--- src/rtl/run_length_detector_if.sv ---
// Bus bundle for run_length_detector.
// master: drives en/w/mode and observes the detector outputs.
// slave : the detector side; consumes en/w/mode and drives
//         z, z_ones, z_zeros, z_pulse, run_count and state.
interface run_length_detector_if #(
    parameter int unsigned CNT_W = 4
) ();
    logic             en;
    logic             w;
    logic [1:0]       mode;
    logic             z;
    logic             z_ones;
    logic             z_zeros;
    logic             z_pulse;
    logic [CNT_W-1:0] run_count;
    logic [1:0]       state;

    modport master (
        output en, w, mode,
        input  z, z_ones, z_zeros, z_pulse, run_count, state
    );

    modport slave (
        input  en, w, mode,
        output z, z_ones, z_zeros, z_pulse, run_count, state
    );
endinterface

--- src/rtl/run_length_detector.sv ---
// Run-length detector: flags when the serial input w has held the same value
// for RUN_LEN or more consecutive enabled samples.
// Ports:
//   clk   - system clock, rising edge
//   reset - synchronous active-high reset
//   bus   - slave side of run_length_detector_if
//           (en, w, mode in; z, z_ones, z_zeros, z_pulse, run_count, state out)
module run_length_detector #(
    parameter int unsigned RUN_LEN = 2,
    parameter int unsigned CNT_W   = 4
) (
    input  logic                  clk,
    input  logic                  reset,
    run_length_detector_if.slave  bus
);
    typedef enum logic [1:0] {
        ST_IDLE     = 2'b00,
        ST_ZERO_RUN = 2'b01,
        ST_ONE_RUN  = 2'b10,
        ST_UNUSED   = 2'b11
    } state_e;

    localparam logic [CNT_W-1:0] CNT_MAX   = {CNT_W{1'b1}};
    localparam logic [CNT_W-1:0] RUN_LEN_C = CNT_W'(RUN_LEN);
    localparam logic [CNT_W-1:0] LEN_M1    = CNT_W'(RUN_LEN - 1);
    localparam bit               LEN_IS_1  = (RUN_LEN == 1);

    state_e           st;
    logic [CNT_W-1:0] cnt;
    logic             pulse;

    logic ones_ok;
    logic zeros_ok;
    logic allow_next;
    logic same_run;

    // Polarity filter from the live mode input.
    assign ones_ok    = (bus.mode == 2'b00) || (bus.mode == 2'b01);
    assign zeros_ok   = (bus.mode == 2'b00) || (bus.mode == 2'b10);
    assign allow_next = bus.w ? ones_ok : zeros_ok;
    assign same_run   = ((st == ST_ONE_RUN) && bus.w) || ((st == ST_ZERO_RUN) && !bus.w);

    // Run FSM with saturating counter and first-reach pulse.
    always_ff @(posedge clk) begin
        if (reset) begin
            st    <= ST_IDLE;
            cnt   <= '0;
            pulse <= 1'b0;
        end else begin
            pulse <= 1'b0;
            case (st)
                ST_UNUSED: begin
                    st  <= ST_IDLE;
                    cnt <= '0;
                end
                default: begin
                    if (bus.en) begin
                        if (same_run) begin
                            if (cnt != CNT_MAX) begin
                                cnt <= cnt + CNT_W'(1);
                            end
                            // Saturated count never equals RUN_LEN-1, so no re-pulse.
                            pulse <= (cnt == LEN_M1) && allow_next;
                        end else begin
                            st    <= bus.w ? ST_ONE_RUN : ST_ZERO_RUN;
                            cnt   <= CNT_W'(1);
                            pulse <= LEN_IS_1 && allow_next;
                        end
                    end
                end
            endcase
        end
    end

    // Level outputs follow registered state and live mode.
    assign bus.z_ones    = (st == ST_ONE_RUN)  && (cnt >= RUN_LEN_C);
    assign bus.z_zeros   = (st == ST_ZERO_RUN) && (cnt >= RUN_LEN_C);
    assign bus.z         = (bus.z_ones && ones_ok) || (bus.z_zeros && zeros_ok);
    assign bus.z_pulse   = pulse;
    assign bus.run_count = cnt;
    assign bus.state     = st;
endmodule

--- src/flat_wrapper.sv ---
// flat-port wrapper written by rule: the top's interface ports become plain ports
module run_length_detector_flat 
#(
    parameter int unsigned RUN_LEN = 2,
    parameter int unsigned CNT_W   = 4
)
  (clk, reset, bus_en, bus_w, bus_mode, bus_z, bus_z_ones, bus_z_zeros, bus_z_pulse, bus_run_count, bus_state);
  run_length_detector_if #(.CNT_W(CNT_W)) bus_i ();
  input  logic clk;
  input  logic reset;
  input wire logic [$bits(bus_i.en)-1:0] bus_en;
  input wire logic [$bits(bus_i.w)-1:0] bus_w;
  input wire logic [$bits(bus_i.mode)-1:0] bus_mode;
  output wire logic [$bits(bus_i.z)-1:0] bus_z;
  output wire logic [$bits(bus_i.z_ones)-1:0] bus_z_ones;
  output wire logic [$bits(bus_i.z_zeros)-1:0] bus_z_zeros;
  output wire logic [$bits(bus_i.z_pulse)-1:0] bus_z_pulse;
  output wire logic [$bits(bus_i.run_count)-1:0] bus_run_count;
  output wire logic [$bits(bus_i.state)-1:0] bus_state;
  assign bus_i.en = bus_en;
  assign bus_i.w = bus_w;
  assign bus_i.mode = bus_mode;
  assign bus_z = bus_i.z;
  assign bus_z_ones = bus_i.z_ones;
  assign bus_z_zeros = bus_i.z_zeros;
  assign bus_z_pulse = bus_i.z_pulse;
  assign bus_run_count = bus_i.run_count;
  assign bus_state = bus_i.state;
  run_length_detector #(.RUN_LEN(RUN_LEN), .CNT_W(CNT_W)) u_core (.clk(clk), .reset(reset), .bus(bus_i));
endmodule
--- config.mk ---
export PLATFORM = sky130hd
export DESIGN_NAME = run_length_detector_flat
export DESIGN_NICKNAME = d
export VERILOG_FILES = /design/src/rtl/run_length_detector_if.sv /design/src/rtl/run_length_detector.sv /design/src/flat_wrapper.sv
export SDC_FILE = /design/constraint.sdc
export NUM_CORES = 1
export LEC_CHECK = 0
export BUFFER_PORTS_ARGS = -buffer_cell sky130_fd_sc_hd__buf_4
export CAP_MARGIN = 20
export CORE_AREA = 2 2 39 41
export DETAILED_ROUTE_END_ITERATION = 16
export DIE_AREA = 0 0 41 43
export GPL_ROUTABILITY_DRIVEN = 0
export PLACE_DENSITY_LB_ADDON = 0.3
export SLEW_MARGIN = 20
export SYNTH_ARGS = -nofsm -noshare
export SYNTH_HDL_FRONTEND = slang
export SYNTH_SLANG_ARGS = --single-unit
--- constraint.sdc ---
create_clock -name clk -period 2.3 [get_ports clk]
set_input_delay 0.115 -clock clk [delete_from_list [all_inputs] [get_ports clk]]
set_output_delay 0.115 -clock clk [all_outputs]
set_load 0.005 [all_outputs]
==> summary.txt, run 1 <==
Initial antenna violation count: 0
Largest net degree at the start of global routing: 11
Synth top area cells: dfxtp_1 (32%), ha_1 (8.6%), nand2b_4 (6.3%), mux2i_4 (5.2%), nor2_1 (5.2%)
Vias in the first global route: 358
CTS clock-pin slew for the worst setup and hold paths: 0.05 ns
Syn. warnings: 0
Port Buf Inserts: 15
Global-route wire length before repair: 1.44 mm
Worst vdd ir: 0.273 mV
CTS H-tree lvls: 1
Antenna diodes: 0
Fin crit share: 69.9%
Largest family of logic cells by synthesized area: simple AND/OR/NAND/NOR gates
FILL cells: 135
XOR/XNOR share of the synthesized area: 0%
Global Route Usage Sum: 11.9%
Dominant synthesized flop cell: dfxtp_1
Iter 0 DRT Violations: 8
DR WL/cell: 10.7 um
Congestion Overflow GR: 0
Final setup violation count: 0
Detail Placement HPWL: 693 um
Cts hold-fix bufs: 0
Layout Skew: 0.00282 ns
Worst setup EP type: output pin
CP cell instances: inv_1 > ha_1 > nor4_1 > nor2_1 > buf_4
Commonest cells post-synth: dfxtp_1 (7), nor2_1 (6), a21oi_1 (3), ha_1 (3), inv_1 (3)
Area Growth Syn to Fin: 35.6%
PD cells: 489 mW/mm^2
Worst Setup Path Type: register to output pin
Die width: 41 um
Rel. slew slack: 70.9%
Num CTS Buffers: 3
Share of the synthesized area in the top cell type: 32.2%
Area of the mapped netlist: 435 sq um
LEAKAGE: 0.258 nW
Setup bufs post-CTS: 0
Row cnt: 14
Antenna Nets Post-Route: 0
Simple-Gate Fraction of Synth Area: 23.9%
CTS tree: built
Arr. time, crit path: 1.49 ns
Crit-path max cell delay: 0.42 ns
Largest fanout on the critical path: 7
Flops & latches, synth: 7
Setup TNS: 0 ns
I/O pin cnt: 16
Final nets: 75
Worst Hold Class: input port to register
CP max stage cell: dfxtp_1
DR vias: 404
Maximum root-to-sink buffer count: 2
Mux cell area share after synthesis: 9.77%
Syn Area/Cell: 9.26 sq um
Status: complete, no violations
Fin. max-slew vios: 0
Die Area: 0.00176 sq mm
CORE AREA: 0.00138 sq mm
Netlist cell types: 23
WP data required: 2.18 ns
Overall Power: 0.289 mW
Fin crit period: 1.61 ns
Final wirelength: 868 um
F_max: 0.622 GHz
Post-place setup slack: 0.949 ns
Clock Tree Root: clkbuf_4
Core Util, Final: 42.7%
Vias per cell: 4.99
Final instance area: 591 sq um
Post-synthesis adder-cell area fraction: 8.62%
CTS resizes: 0
Final hold violation count: 0
Post-synth EDFFs: 0
Max-cap violations: 0
Drt drc: 0
Most numerous cell in the Yosys netlist: dfxtp_1
Clock latency at the later pin of the worst-skew pair: 0.24 ns
Post-synth ARST share: 0%
Die height: 43 um
Post-synthesis cell count: 47
Share of post-route cells with drive strength above 1: 35.4%
Starting Density: 31.5%
Net Count, Synth: 56
Setup slack after layout: 0.692 ns
Post-synth top area cell: dfxtp_1
Placed cell areas: 564 sq um
Synth Area in Compound Gates: 22.1%
Slew @ Worst Pin: 0.433 ns
RSZ-0062 raised after global routing: false
Register area share after synthesis: 32.2%
Drt pass-1 iters: 2
Clk sinks: 7
Crit path launch type: register
## layout by cell type (no fill, tap or decap), types with 3 or more instances in the layout
cell type,instances
buf_4,15
dfxtp_1,7
nor2_1,6
inv_1,3
a21oi_1,3
ha_1,3
clkbuf_4,3
## power by group
group | internal [mW] | switching [mW] | leakage (nW) | total (mW)
combinational | 0.0271 | 0.0223 | 0.186 | 0.0494
sequential | 0.126 | 0.00701 | 0.0572 | 0.133
clock | 0.0659 | 0.0406 | 0.0150 | 0.107
## metal layers
layer  wire length (um)  track usage (%)
met5                  0                0
met4                  0                0
met3                 76             7.85
met2                404             18.8
met1                388             14.1
## final timing paths
check                       endpoint  cells after the start               startpoint  slack, ns
max                            bus_z                      5  u_core.bus.run_count[0]       0.69
min              u_core.bus.state[0]                      2                    bus_w       0.11
max reg2reg  u_core.bus.run_count[1]                      4      u_core.bus.state[1]       1.05
min reg2reg      u_core.bus.state[0]                      2      u_core.bus.state[0]       0.57
## logic make-up (layout without fill, tap and decap cells)
logic type / Yosys count / count (layout)
AND/OR/NAND/NOR: 18 / 18
AO/OA/AOI/OAI: 12 / 12
flip-flops: 7 / 7
buffers and inverters: 4 / 22
adder cells (fa/ha/maj): 3 / 3
multiplexers: 3 / 3
## flip-flops by register name, indices dropped and copies added, names as in the netlist
name / count
u_core.bus.z_pulse: 1
u_core.bus.run_count: 4
u_core.bus.state: 2
## metrics by stage
| stage | hold slack [ns] | std cells |
|---|---|---|
| after global placement | 0.364 | 77 |
| final | 0.108 | 81 |
| after global routing | 0.115 | 81 |
| after floorplan | 0.210 | 47 |
| after detailed placement | 0.366 | 77 |
| after CTS | 0.101 | 81 |
## cell type report
class / instances / area (sq um) / share of cell area (%)
multi-input combinational: 36 / 280 / 47.5
inverter: 3 / 11.3 / 1.91
clock buffer: 4 / 26.3 / 4.45
sequential: 7 / 140 / 23.7
tap: 16 / 20.0 / 3.39
timing repair buffer: 15 / 113 / 19.1
## worst max-delay path, delay by kind of cell, from the launching register on
family / cells / cell delay, ns
adders and majority gates: 1 / 0.19
buffers and inverters: 2 / 0.22
DFF: 1 / 0.42
and+or+nand+nor: 2 / 0.42
No activity file was read; power rests on OpenSTA's default activity.
==> run 2, diff against run 1 <==
- ABC_AREA: default -> 1
- clock period: 2.3 -> 1.55 ns (I/O delays scaled with it)
==> run 2 against run 1 <==
Net effect:
- final area rose by 5.1%
- area after synthesis up 2.6%
- clock power up 56%
- core utilization up 2.2 points
- critical path type unchanged
- largest power group unchanged
==> summary.txt, run 2 <==
Gr busiest metal: met2
Max reg flops: 4 (unchanged)
CTS H-tree lvls: 1 (unchanged)
Netlist cell types: 17 (-26%)
Crit-path max cell delay: 0.36 ns (-0.06 ns)
Rel. slew slack: 75.7% (+4.9 points)
Area of the mapped netlist: 447 sq um (+2.6%)
Most numerous cell in the Yosys netlist: inv_1
Clk sinks: 7 (unchanged)
Antenna diodes: 0 (unchanged)
Clock Tree Root: clkbuf_4
DR WL/cell: 10.3 um (-4.2%)
Port Buf Inserts: 15 (unchanged)
Row cnt: 14 (unchanged)
Detail Placement HPWL: 784 um (+13%)
Post-synth ARST share: 0% (unchanged)
End of the worst register-to-register path: u_core.bus.run_count[0]
Die Area: 0.00176 sq mm (unchanged)
Slew @ Worst Pin: 0.364 ns (-0.0692 ns)
CTS clock-pin slew for the worst setup and hold paths: 0.06 ns (about the same)
WP data required: 1.47 ns (-0.71 ns)
Syn Area/Cell: 7.20 sq um (-22%)
LEAKAGE: 0.304 nW (+18%)
Largest net degree at the start of global routing: 9 (-2)
Post-synthesis cell count: 62 (+32%)
Max-cap violations: 0 (unchanged)
Congestion Overflow GR: 0 (unchanged)
Worst Hold Class: input port to register
Drt pass-1 iters: 2 (unchanged)
M2 GR Usage: 19.4% (+0.63 points)
Final setup violation count: 0 (unchanged)
Seq pwr share: 44.3% (-1.7 points)
Dpl cells: 94 (+22%)
CP max stage cell: dfxtp_4
Dominant synthesized flop cell: dfxtp_1
Worst vdd ir: 0.384 mV (+40%)
Num CTS Buffers: 3 (unchanged)
F_max: 0.688 GHz
Worst Setup Path Type: register to output pin
Syn. warnings: 0 (unchanged)
Hold EP: u_core.bus.z_pulse
Final hold violation count: 0 (unchanged)
Post-synth EDFFs: 0 (unchanged)
Vias in the first global route: 394 (+10%)
Largest fanout on the critical path: 5 (-2)
HP Start: bus_mode[0]
Cts hold-fix bufs: 0 (unchanged)
Internal power: 0.331 mW (+51%)
Most common cell after layout, fill and taps aside: buf_4
Worst r2r src: u_core.bus.run_count[1]
Drt drc: 0 (unchanged)
Iter 0 DRT Violations: 2 (-6)
Global-route wire length before repair: 1.58 mm (+9.6%)
Maximum root-to-sink buffer count: 2 (unchanged)
Share of the synthesized area in the top cell type: 31.4% (-0.81 points)
Fin crit share: 93.8%
Fin crit period: 1.45 ns
Comb power frac: 19.2% (+2.1 points)
Flop-to-flop setup slack: 0.38 ns (-0.67 ns)
Hold_ws: 0.125 ns (+0.0171 ns)
Met1 Usage GRT: 17.1% (+3.0 points)
Setup TNS: 0 ns (unchanged)
Arr. time, crit path: 1.38 ns (-0.11 ns)
Die width: 41 um (unchanged)
Status: complete, no violations
Fin. max-slew vios: 0 (unchanged)
Commonest cells post-synth: inv_1 (11), nand2_1 (8), a21oi_1 (7), dfxtp_1 (7), nand3_1 (6)
Register area share after synthesis: 31.4% (-0.81 points)
PD cells: 735 mW/mm^2 (+50%)
Net Count, Synth: 71 (+27%)
CORE AREA: 0.00138 sq mm (unchanged)
Die height: 43 um (unchanged)
CP startpoint: u_core.bus.run_count[0]
Flops & latches, synth: 7 (unchanged)
Clock group share of total power: 36.5% (-0.4 points)
CTS tree: built
Most frequent CP cell: inv_1
NetSw: 0.125 mW (+79%)
Antenna Nets Post-Route: 0 (unchanged)
Initial antenna violation count: 0 (unchanged)
Most frequent cells in the layout: buf_4 (16), inv_1 (11), nand2_1 (8), a21oi_1 (7), nand3_1 (6)
Clock latency at the later pin of the worst-skew pair: 0.25 ns (about the same)
I/O pin cnt: 16 (unchanged)
Area Growth Syn to Fin: 38.9%
Post-synth top area cell: dfxtp_1
FILL cells: 136 (+0.74%)
DR vias: 464 (+15%)
Switch share: 27.5% (+3.3 points)
CP cell instances: inv_1 > ha_1 > inv_1 > nand3_1 > and2_4 > nand2_1 > o21ai_1 > buf_4
Synth top area cells: dfxtp_1 (31%), inv_1 (9.2%), nand3_2 (9.0%), ha_1 (8.4%), a21oi_1 (7.8%)
Starting Density: 32.3% (+0.81 points)
Final nets: 92 (+23%)
Met3 usage: 4.71% (-3.1 points)
Critical path's top delay family: flip-flops
Layout Skew: 0.00887 ns (+0.00605 ns)
Global Route Usage Sum: 13.4% (+1.4 points)
Final wirelength: 1.01 mm (+16%)
R2R depth: 5 (+1)
Hold depth: 4 (+2)
Worst Path Buf+Inv: 3 (+1)
Worst setup EP type: output pin
Layout Cells excl Fill: 98 (+21%)
Share of post-route cells with drive strength above 1: 32.9% (-2.5 points)
RSZ-0062 raised after global routing: false
Vias per cell: 4.73 (-5.1%)
Crit path launch type: register
[run 2: changes by cell type after synthesis, moves of 4 or more]
cell	previous run	this run
a21oi_1	3	7
inv_1	3	11
nand2_1	2	8
nand3_1	2	6
nand3_2	0	4
[run 2: metrics by stage]
step	worst slack, ns	utilization, %	total power [mW]	instance area [sq um]
3_5_place_dp	0.282	42.4	0.292	587
2_1_floorplan	0.398	-	0.249	447
5_1_grt	0.00938	44.8	0.486	621
4_1_cts	0.0102	44.3	0.460	613
6_report	0.0960	44.8	0.456	621
3_3_place_gp	0.302	42.4	0.291	587
[run 2: worst max-delay path by stage]
stage / end / slack (ns) / depth (start not counted)
floorplan: u_core.bus.run_count[0] / 0.40 / 5
global placement: u_core.bus.run_count[0] / 0.30 / 5
detailed placement: u_core.bus.run_count[0] / 0.28 / 5
CTS: bus_z / 0.01 / 8
global route: bus_z / 0.009 / 8
finish: bus_z / 0.1 / 8
[run 2: worst min-delay path, cell delays in order]
cell	delay, ns
buf_4	0.08
nand2_1	0.04
o2111ai_1	0.09
nor2_1	0.04
[run 2: power groups by stage]
stage          Combinational [mW]  Sequential [mW]  Clock, mW
2_1_floorplan              0.0434            0.205          0
3_3_place_gp               0.0865            0.205          0
6_report                   0.0875            0.202      0.167
3_5_place_dp               0.0869            0.205          0
5_1_grt                    0.0987            0.204      0.184
4_1_cts                    0.0872            0.201      0.171
[run 2: final cells by class]
cell class / count / area [sq um] / area share, %
inverter: 11 / 41.3 / 6.65
sequential: 7 / 145 / 23.4
clock buffer: 4 / 26.3 / 4.23
tap: 16 / 20.0 / 3.23
timing repair buffer: 16 / 120 / 19.4
multi-input combinational: 44 / 268 / 43.1
[run 2: logic make-up after synthesis]
kind of cell               count (synthesis)  synth area share [%]
and+or+nand+nor                           29                  35.3
AOI/OAI and AO/OA                         11                  13.7
buffers and inverters                     11                  9.24
DFF                                        7                  31.4
adders and majority gates                  3                  8.40
xor gates and xnor gates                   1                  1.96
[run 2: what timing repair did]
item,CTS,global route
resized for setup,0,4
setup buffers,0,0
endpoints found under the setup margin,0,1
[run 2: metal layers]
layer | up-vias | wire [um]
met5 | - | 0
met4 | 0 | 7
met3 | 2 | 27
met2 | 5 | 503
met1 | 212 | 468
li1 | 245 | -
